$ cat config.mk
export PLATFORM = sky130hd
export DESIGN_NAME = oc_button
export DESIGN_NICKNAME = d
export VERILOG_FILES = /design/src/rtl/oc_button.sv
export SDC_FILE = /design/constraint.sdc
export NUM_CORES = 1
export LEC_CHECK = 0
export ABC_AREA = 1
export CAP_MARGIN = 5
export CORE_MARGIN = 8
export CORE_UTILIZATION = 45
export DETAILED_ROUTE_END_ITERATION = 8
export HOLD_SLACK_MARGIN = 0.15
export PLACE_DENSITY = 0.78
export SKIP_CTS_REPAIR_TIMING = 1
export SLEW_MARGIN = 20
export SYNTH_ARGS = -nofsm -noshare
export SYNTH_HDL_FRONTEND = slang
export SYNTH_SLANG_ARGS = --single-unit
$ cat constraint.sdc
create_clock -name clock -period 7.2 [get_ports clock]
set_clock_uncertainty 0.2 [all_clocks]
set_input_delay 0.72 -clock clock [delete_from_list [all_inputs] [get_ports clock]]
set_output_delay 0.72 -clock clock [all_outputs]
set_load 0.02 [all_outputs]
$ cat src/rtl/oc_button.sv
// rtl/oc_button.sv - debounced button inputs with press/release events, press counters and CSR access
// Optional feature macro: OC_BUTTON_IRQ_EN adds the registered level interrupt and per-button irqEnable.
package oc_button_pkg;
  typedef struct packed {
    logic        psel;
    logic        penable;
    logic        pwrite;
    logic [7:0]  paddr;
    logic [31:0] pwdata;
  } csr_32_s;

  typedef struct packed {
    logic        pready;
    logic [31:0] prdata;
  } csr_32_fb_s;

  localparam logic [15:0] CsrIdButton = 16'hB077;
endpackage

module oc_button #(
  parameter int  ClockHz     = 100_000_000,
  parameter int  ButtonCount = 1,
  parameter type CsrType     = oc_button_pkg::csr_32_s,
  parameter type CsrFbType   = oc_button_pkg::csr_32_fb_s,
  parameter int  SyncCycles  = 3,
  localparam int ButtonCountSafe = (ButtonCount > 0) ? ButtonCount : 1
) (
  input  logic                       clock,
  input  logic                       reset,
  input  CsrType                     csr,
  output CsrFbType                   csrFb,
  input  logic [ButtonCountSafe-1:0] buttonIn,
  output logic [ButtonCountSafe-1:0] buttonLevel,
  output logic                       irq
);
  localparam int PrescaleRaw = ClockHz / 1000 - 1;
  localparam logic [15:0] PrescaleInit = (PrescaleRaw > 65535) ? 16'hFFFF :
                                         (PrescaleRaw < 0)     ? 16'd0   : 16'(PrescaleRaw);

  // Reset asserts asynchronously but releases on a clock edge.
  logic [1:0] resetPipe;
  logic       rstN;
  always_ff @(posedge clock or negedge reset) begin
    if (!reset) resetPipe <= 2'b00;
    else        resetPipe <= {resetPipe[0], 1'b1};
  end
  assign rstN = resetPipe[1];

  logic [15:0]                prescale;
  logic [3:0]                 debounceTicks;
  logic [ButtonCountSafe-1:0] invert;
  logic [ButtonCountSafe-1:0] pressSticky;
  logic [ButtonCountSafe-1:0] releaseSticky;
  logic [7:0]                 pressCount [ButtonCountSafe];
  logic [3:0]                 dbCnt [ButtonCountSafe];
  logic [ButtonCountSafe-1:0] syncStage [SyncCycles];
  logic [ButtonCountSafe-1:0] syncIn;
  logic [ButtonCountSafe-1:0] commit;
  logic [ButtonCountSafe-1:0] regSel;
  logic [15:0]                tickCnt;
  logic                       tick;
  logic [3:0]                 ticksNeeded;
  logic                       csrAccess;
  logic                       csrWrite;
  logic [31:0]                rdata;
  logic                       unusedPwdata;
`ifdef OC_BUTTON_IRQ_EN
  logic [ButtonCountSafe-1:0] irqEnable;
`endif

  assign csrAccess    = csr.psel & csr.penable & rstN;
  assign csrWrite     = csrAccess & csr.pwrite;
  assign unusedPwdata = ^csr.pwdata[31:20];

  always_ff @(posedge clock or negedge rstN) begin
    if (!rstN) begin
      for (int k = 0; k < SyncCycles; k++) syncStage[k] <= '0;
    end else begin
      syncStage[0] <= buttonIn ^ invert;
      for (int k = 1; k < SyncCycles; k++) syncStage[k] <= syncStage[k-1];
    end
  end
  assign syncIn = syncStage[SyncCycles-1];

  // >= rather than == so a prescale written below the running count still ticks promptly.
  assign tick = (tickCnt >= prescale);
  always_ff @(posedge clock or negedge rstN) begin
    if (!rstN)     tickCnt <= 16'd0;
    else if (tick) tickCnt <= 16'd0;
    else           tickCnt <= tickCnt + 16'd1;
  end

  assign ticksNeeded = (debounceTicks == 4'd0) ? 4'd1 : debounceTicks;

  always_comb begin
    commit = '0;
    regSel = '0;
    for (int i = 0; i < ButtonCountSafe; i++) begin
      commit[i] = (syncIn[i] != buttonLevel[i]) && tick &&
                  (({1'b0, dbCnt[i]} + 5'd1) >= {1'b0, ticksNeeded});
      regSel[i] = csrWrite && (csr.paddr == 8'(i + 2));
    end
  end

  always_ff @(posedge clock or negedge rstN) begin
    if (!rstN) begin
      buttonLevel   <= '0;
      pressSticky   <= '0;
      releaseSticky <= '0;
      invert        <= '0;
      for (int i = 0; i < ButtonCountSafe; i++) begin
        dbCnt[i]      <= 4'd0;
        pressCount[i] <= 8'd0;
      end
    end else begin
      for (int i = 0; i < ButtonCountSafe; i++) begin
        if (syncIn[i] == buttonLevel[i])  dbCnt[i] <= 4'd0;
        else if (commit[i])               dbCnt[i] <= 4'd0;
        else if (tick)                    dbCnt[i] <= dbCnt[i] + 4'd1;
        if (commit[i]) buttonLevel[i] <= syncIn[i];
        if (commit[i] && syncIn[i]) pressCount[i] <= pressCount[i] + 8'd1;
        // A new event in the same cycle as a clear leaves the bit set.
        pressSticky[i]   <= (pressSticky[i]   & ~(regSel[i] & csr.pwdata[1])) | (commit[i] &  syncIn[i]);
        releaseSticky[i] <= (releaseSticky[i] & ~(regSel[i] & csr.pwdata[2])) | (commit[i] & ~syncIn[i]);
        if (regSel[i]) invert[i] <= csr.pwdata[16];
      end
    end
  end

  always_ff @(posedge clock or negedge rstN) begin
    if (!rstN) begin
      prescale      <= PrescaleInit;
      debounceTicks <= 4'd10;
    end else if (csrWrite && csr.paddr == 8'd1) begin
      prescale      <= csr.pwdata[15:0];
      debounceTicks <= csr.pwdata[19:16];
    end
  end

`ifdef OC_BUTTON_IRQ_EN
  always_ff @(posedge clock or negedge rstN) begin
    if (!rstN) begin
      irqEnable <= '0;
      irq       <= 1'b0;
    end else begin
      for (int i = 0; i < ButtonCountSafe; i++)
        if (regSel[i]) irqEnable[i] <= csr.pwdata[17];
      irq <= |(irqEnable & (pressSticky | releaseSticky));
    end
  end
`else
  assign irq = 1'b0;
`endif

  always_comb begin
    rdata = 32'd0;
    if (csr.paddr == 8'd0) begin
      rdata = {oc_button_pkg::CsrIdButton, 8'd0, 8'(ButtonCount)};
    end else if (csr.paddr == 8'd1) begin
      rdata = {12'd0, debounceTicks, prescale};
    end else begin
      for (int i = 0; i < ButtonCountSafe; i++) begin
        if (csr.paddr == 8'(i + 2)) begin
`ifdef OC_BUTTON_IRQ_EN
          rdata = {14'd0, irqEnable[i], invert[i], pressCount[i], 5'd0,
                   releaseSticky[i], pressSticky[i], buttonLevel[i]};
`else
          rdata = {14'd0, 1'b0, invert[i], pressCount[i], 5'd0,
                   releaseSticky[i], pressSticky[i], buttonLevel[i]};
`endif
        end
      end
    end
  end

  always_comb begin
    csrFb        = '0;
    csrFb.pready = csrAccess;
    csrFb.prdata = (csrAccess && !csr.pwrite) ? rdata : 32'd0;
  end
endmodule
==> results by group <==
Run status
  – Status: finished clean

Timing
  – Relative slew slack: 54.1%
  – Slew Viols, Final: 0
  – Worst setup margin: 3.21 ns
  – Final setup viols: 0
  – Worst-Margin Slew: 0.688 ns
  – Tmin final: 3.99 ns
  – Post-route clock period utilization: 55.4%
  – RSZ-0062 raised after global routing: false
  – Final TNS setup: 0 ns
  – Fmax: 0.251 GHz
  – Hold Vio Cnt, Final: 0

Critical path
  – WS Path Type: in -> out
  – Crit start category: input port
  – Worst EP arrival: 3.07 ns
  – Critical Path Sink Type: output pin
  – Peak fanout along the critical path: 13
  – Worst Path Required: 6.28 ns

Yosys
  – Top_reg_cell synth: dfrtp_1
  – Asr flop ratio synth: 100%
  – Number of library cell types mapped by synthesis: 36
  – Synth Cell Area: 0.00342 mm^2
  – Synth top area share: 28.5%
  – Number of flops mapped to enable cells by yosys: 0
  – Post-synthesis register bit count: 57
  – Register area share after synthesis: 42.3%
  – Largest cells by area after synthesis: dfrtp_1 29%, dfstp_2 14%, nand2_1 9.4%, ha_1 8.4%, inv_1 6.1%
  – Synth warnings: 0
  – Cell taking the most area after synthesis: dfrtp_1
  – Synth Area per Inst: 8.04 um^2
  – Cells after Synth: 426

Pwr
  – Clock power frac: 35.7%
  – Switch Pwr: 295 uW
  – Leak Pwr: 0.00207 uW
  – Flop pwr share: 43.3%
  – PwrDens: 224 mW/mm^2
  – Internal power: 663 uW
  – Power, Total: 958 uW
  – Switching part of the total: 30.8%
  – Combinational Power Share: 21.0%
  – Peak VDD IR: 0.128 mV

Floorplanning
  – Die Height: 103 um
  – Die W: 103 um
  – Die area: 0.0107 mm^2
  – Starting Density: 45.2%
  – Ports: 81
  – Core area: 0.00757 mm^2
  – Rows: 32

Final layout
  – Share of layout cells above drive strength 1: 9.41%
  – Reg area: 0.00145 mm^2
  – Area grow syn2layout: 24.7%
  – Final core utilization: 56.4%
  – Filler cells: 651
  – Area occupied by multi-input gates: 0.00162 mm^2
  – Most frequent cells in the layout: 86 x nand2_1, 61 x clkdlybuf4s50_1, 56 x inv_1, 50 x nor2_1
  – # diodes: 0
  – Fin nets: 553
  – Leading cell type in the layout, fill and taps excluded: nand2_1

Detailed routing
  – Violation count after the first detailed-route iteration: 101
  – Post-DRT Antenna Nets: 0
  – Residual DRC: 0
  – Via count of the routed design: 2913
  – DR WL/cell: 13.5 um
  – Via-per-instance ratio: 4.93
  – DRT Wirelength: 7.97 mm
  – Drt first pass iters: 4

Min path
  – Hold Path Class: reg -> reg

Clock tree
  – Root buf cell: clkbuf_8
  – Clock transition at the registers of the reported paths: 0.06 ns
  – TritonCTS clock tree: yes
  – CTS Sinks: 57
  – Clock latency on the worst-skew pair: 0.35 ns
  – CTS Buf Count: 9
  – H-tree depth: 3
  – Clock buffer depth: 2

Global route
  – Initial antenna violation count: 0
  – Global-route wire length before repair: 13.7 mm
  – Largest net degree at the start of global routing: 56
  – Tot GR Track Use: 16.4%
  – Via count of the first global-routing pass: 2947
  – Grt total ovfl: 0

Placed design
  – Final GP Congestion: 0.817
  – Hpwl dp: 5.93 mm
  – Dpl ws: 3.26 ns
  – I/O Buffers: 61

Run
  – Max cap viols: 0
## flip-flops by register name, indices dropped and copies added (netlist names)
name,flops
debounceTicks,4
releaseSticky,1
prescale,16
invert,1
syncIn,1
syncStage,2
dbCnt,4
resetPipe,2
pressCount,8
buttonLevel,1
pressSticky,1
tickCnt,16
## routing by layer
| layer | vias up | share of wire [%] | track usage, % |
|---|---|---|---|
| li1 | 1469 | - | - |
| met1 | 1357 | 45 | 20.5 |
| met2 | 76 | 46 | 26.2 |
| met3 | 11 | 7.3 | 4.02 |
| met4 | 0 | 1.7 | 7.56 |
| met5 | - | 0 | 0 |
## cell usage after synthesis, types with 2 or more instances
library cell,instances
nand2_1,86
inv_1,56
nor2_1,50
dfrtp_1,39
a21oi_1,38
ha_1,23
o21ai_0,19
dfstp_2,18
nand4_1,18
buf_4,14
nand3_1,13
nor3_1,10
xor2_1,9
xnor2_1,5
buf_2,3
buf_6,2
clkbuf_1,2
conb_1,2
nand2_2,2
## per-stage QoR
| stage | cells | area (um^2) | hold WS, ns |
|---|---|---|---|
| 3_5_place_dp | 575 | 4050 | 0.137 |
| 5_1_grt | 591 | 4270 | 0.167 |
| 2_1_floorplan | 432 | 3450 | 0.131 |
| 4_1_cts | 591 | 4270 | 0.152 |
| 3_3_place_gp | 575 | 4050 | 0.134 |
| 6_report | 591 | 4270 | 0.155 |
## critical path: stages
cell and delay (ns):
clkdlybuf4s50_1 0.40, nor2_1 0.10, nand2_1 0.08, inv_1 0.05, nand4_1 0.12, inv_1 0.34, nand2_1 0.34, o21ai_0 0.27
clkdlybuf4s50_1 0.65
## cells by family (layout without fill, tap and decap cells)
logic type | Yosys count | count (layout) | share of synthesized area [%]
adder cells (fa/ha/maj) | 23 | 23 | 8.41
other | 2 | 8 | 0.219
flip-flops | 57 | 57 | 42.3
multiplexers | 1 | 1 | 0.438
AO/OA/AOI/OAI | 64 | 64 | 10.1
buffers and inverters | 80 | 137 | 10.9
XOR/XNOR | 15 | 15 | 4.06
AND/OR/NAND/NOR | 184 | 184 | 23.6
## layout make-up
cell class | count | area share (%)
repair buffers | 63 | 14.6
inverters | 58 | 5.13
clock buffers | 13 | 3.72
well taps | 102 | 2.99
clock inverters | 3 | 1.52
flip-flops and latches | 57 | 34.0
multi-input cells | 295 | 38.0
## worst paths after layout
path / from / endpoint / slack [ns] / cells after the start
worst min-delay path: resetPipe[0]$_DFF_PN0_ / resetPipe[1]$_DFF_PN0_ / 0.15 / 0
min in group asynchronous: resetPipe[1]$_DFF_PN0_ / tickCnt[9]$_DFF_PN0_ / 0.21 / 1
worst max-delay path: csr[39] / csrFb[17] / 3.21 / 9
worst min register to register: resetPipe[0]$_DFF_PN0_ / resetPipe[1]$_DFF_PN0_ / 0.15 / 0
max in group asynchronous: resetPipe[1]$_DFF_PN0_ / invert$_DFFE_PN0P_ / 6.12 / 1
worst max register to register: dbCnt[0]$_DFFE_PN0P_ / pressCount[5]$_DFFE_PN0P_ / 4.38 / 9
## power groups by stage
stage / clock network (uW) / logic, uW / registers (uW)
after floorplan: 0 / 151 / 409
after global placement: 0 / 193 / 417
after detailed placement: 0 / 202 / 419
after CTS: 348 / 204 / 413
after global routing: 365 / 234 / 422
final: 341 / 201 / 415
(Power assumes the default switching activity.)
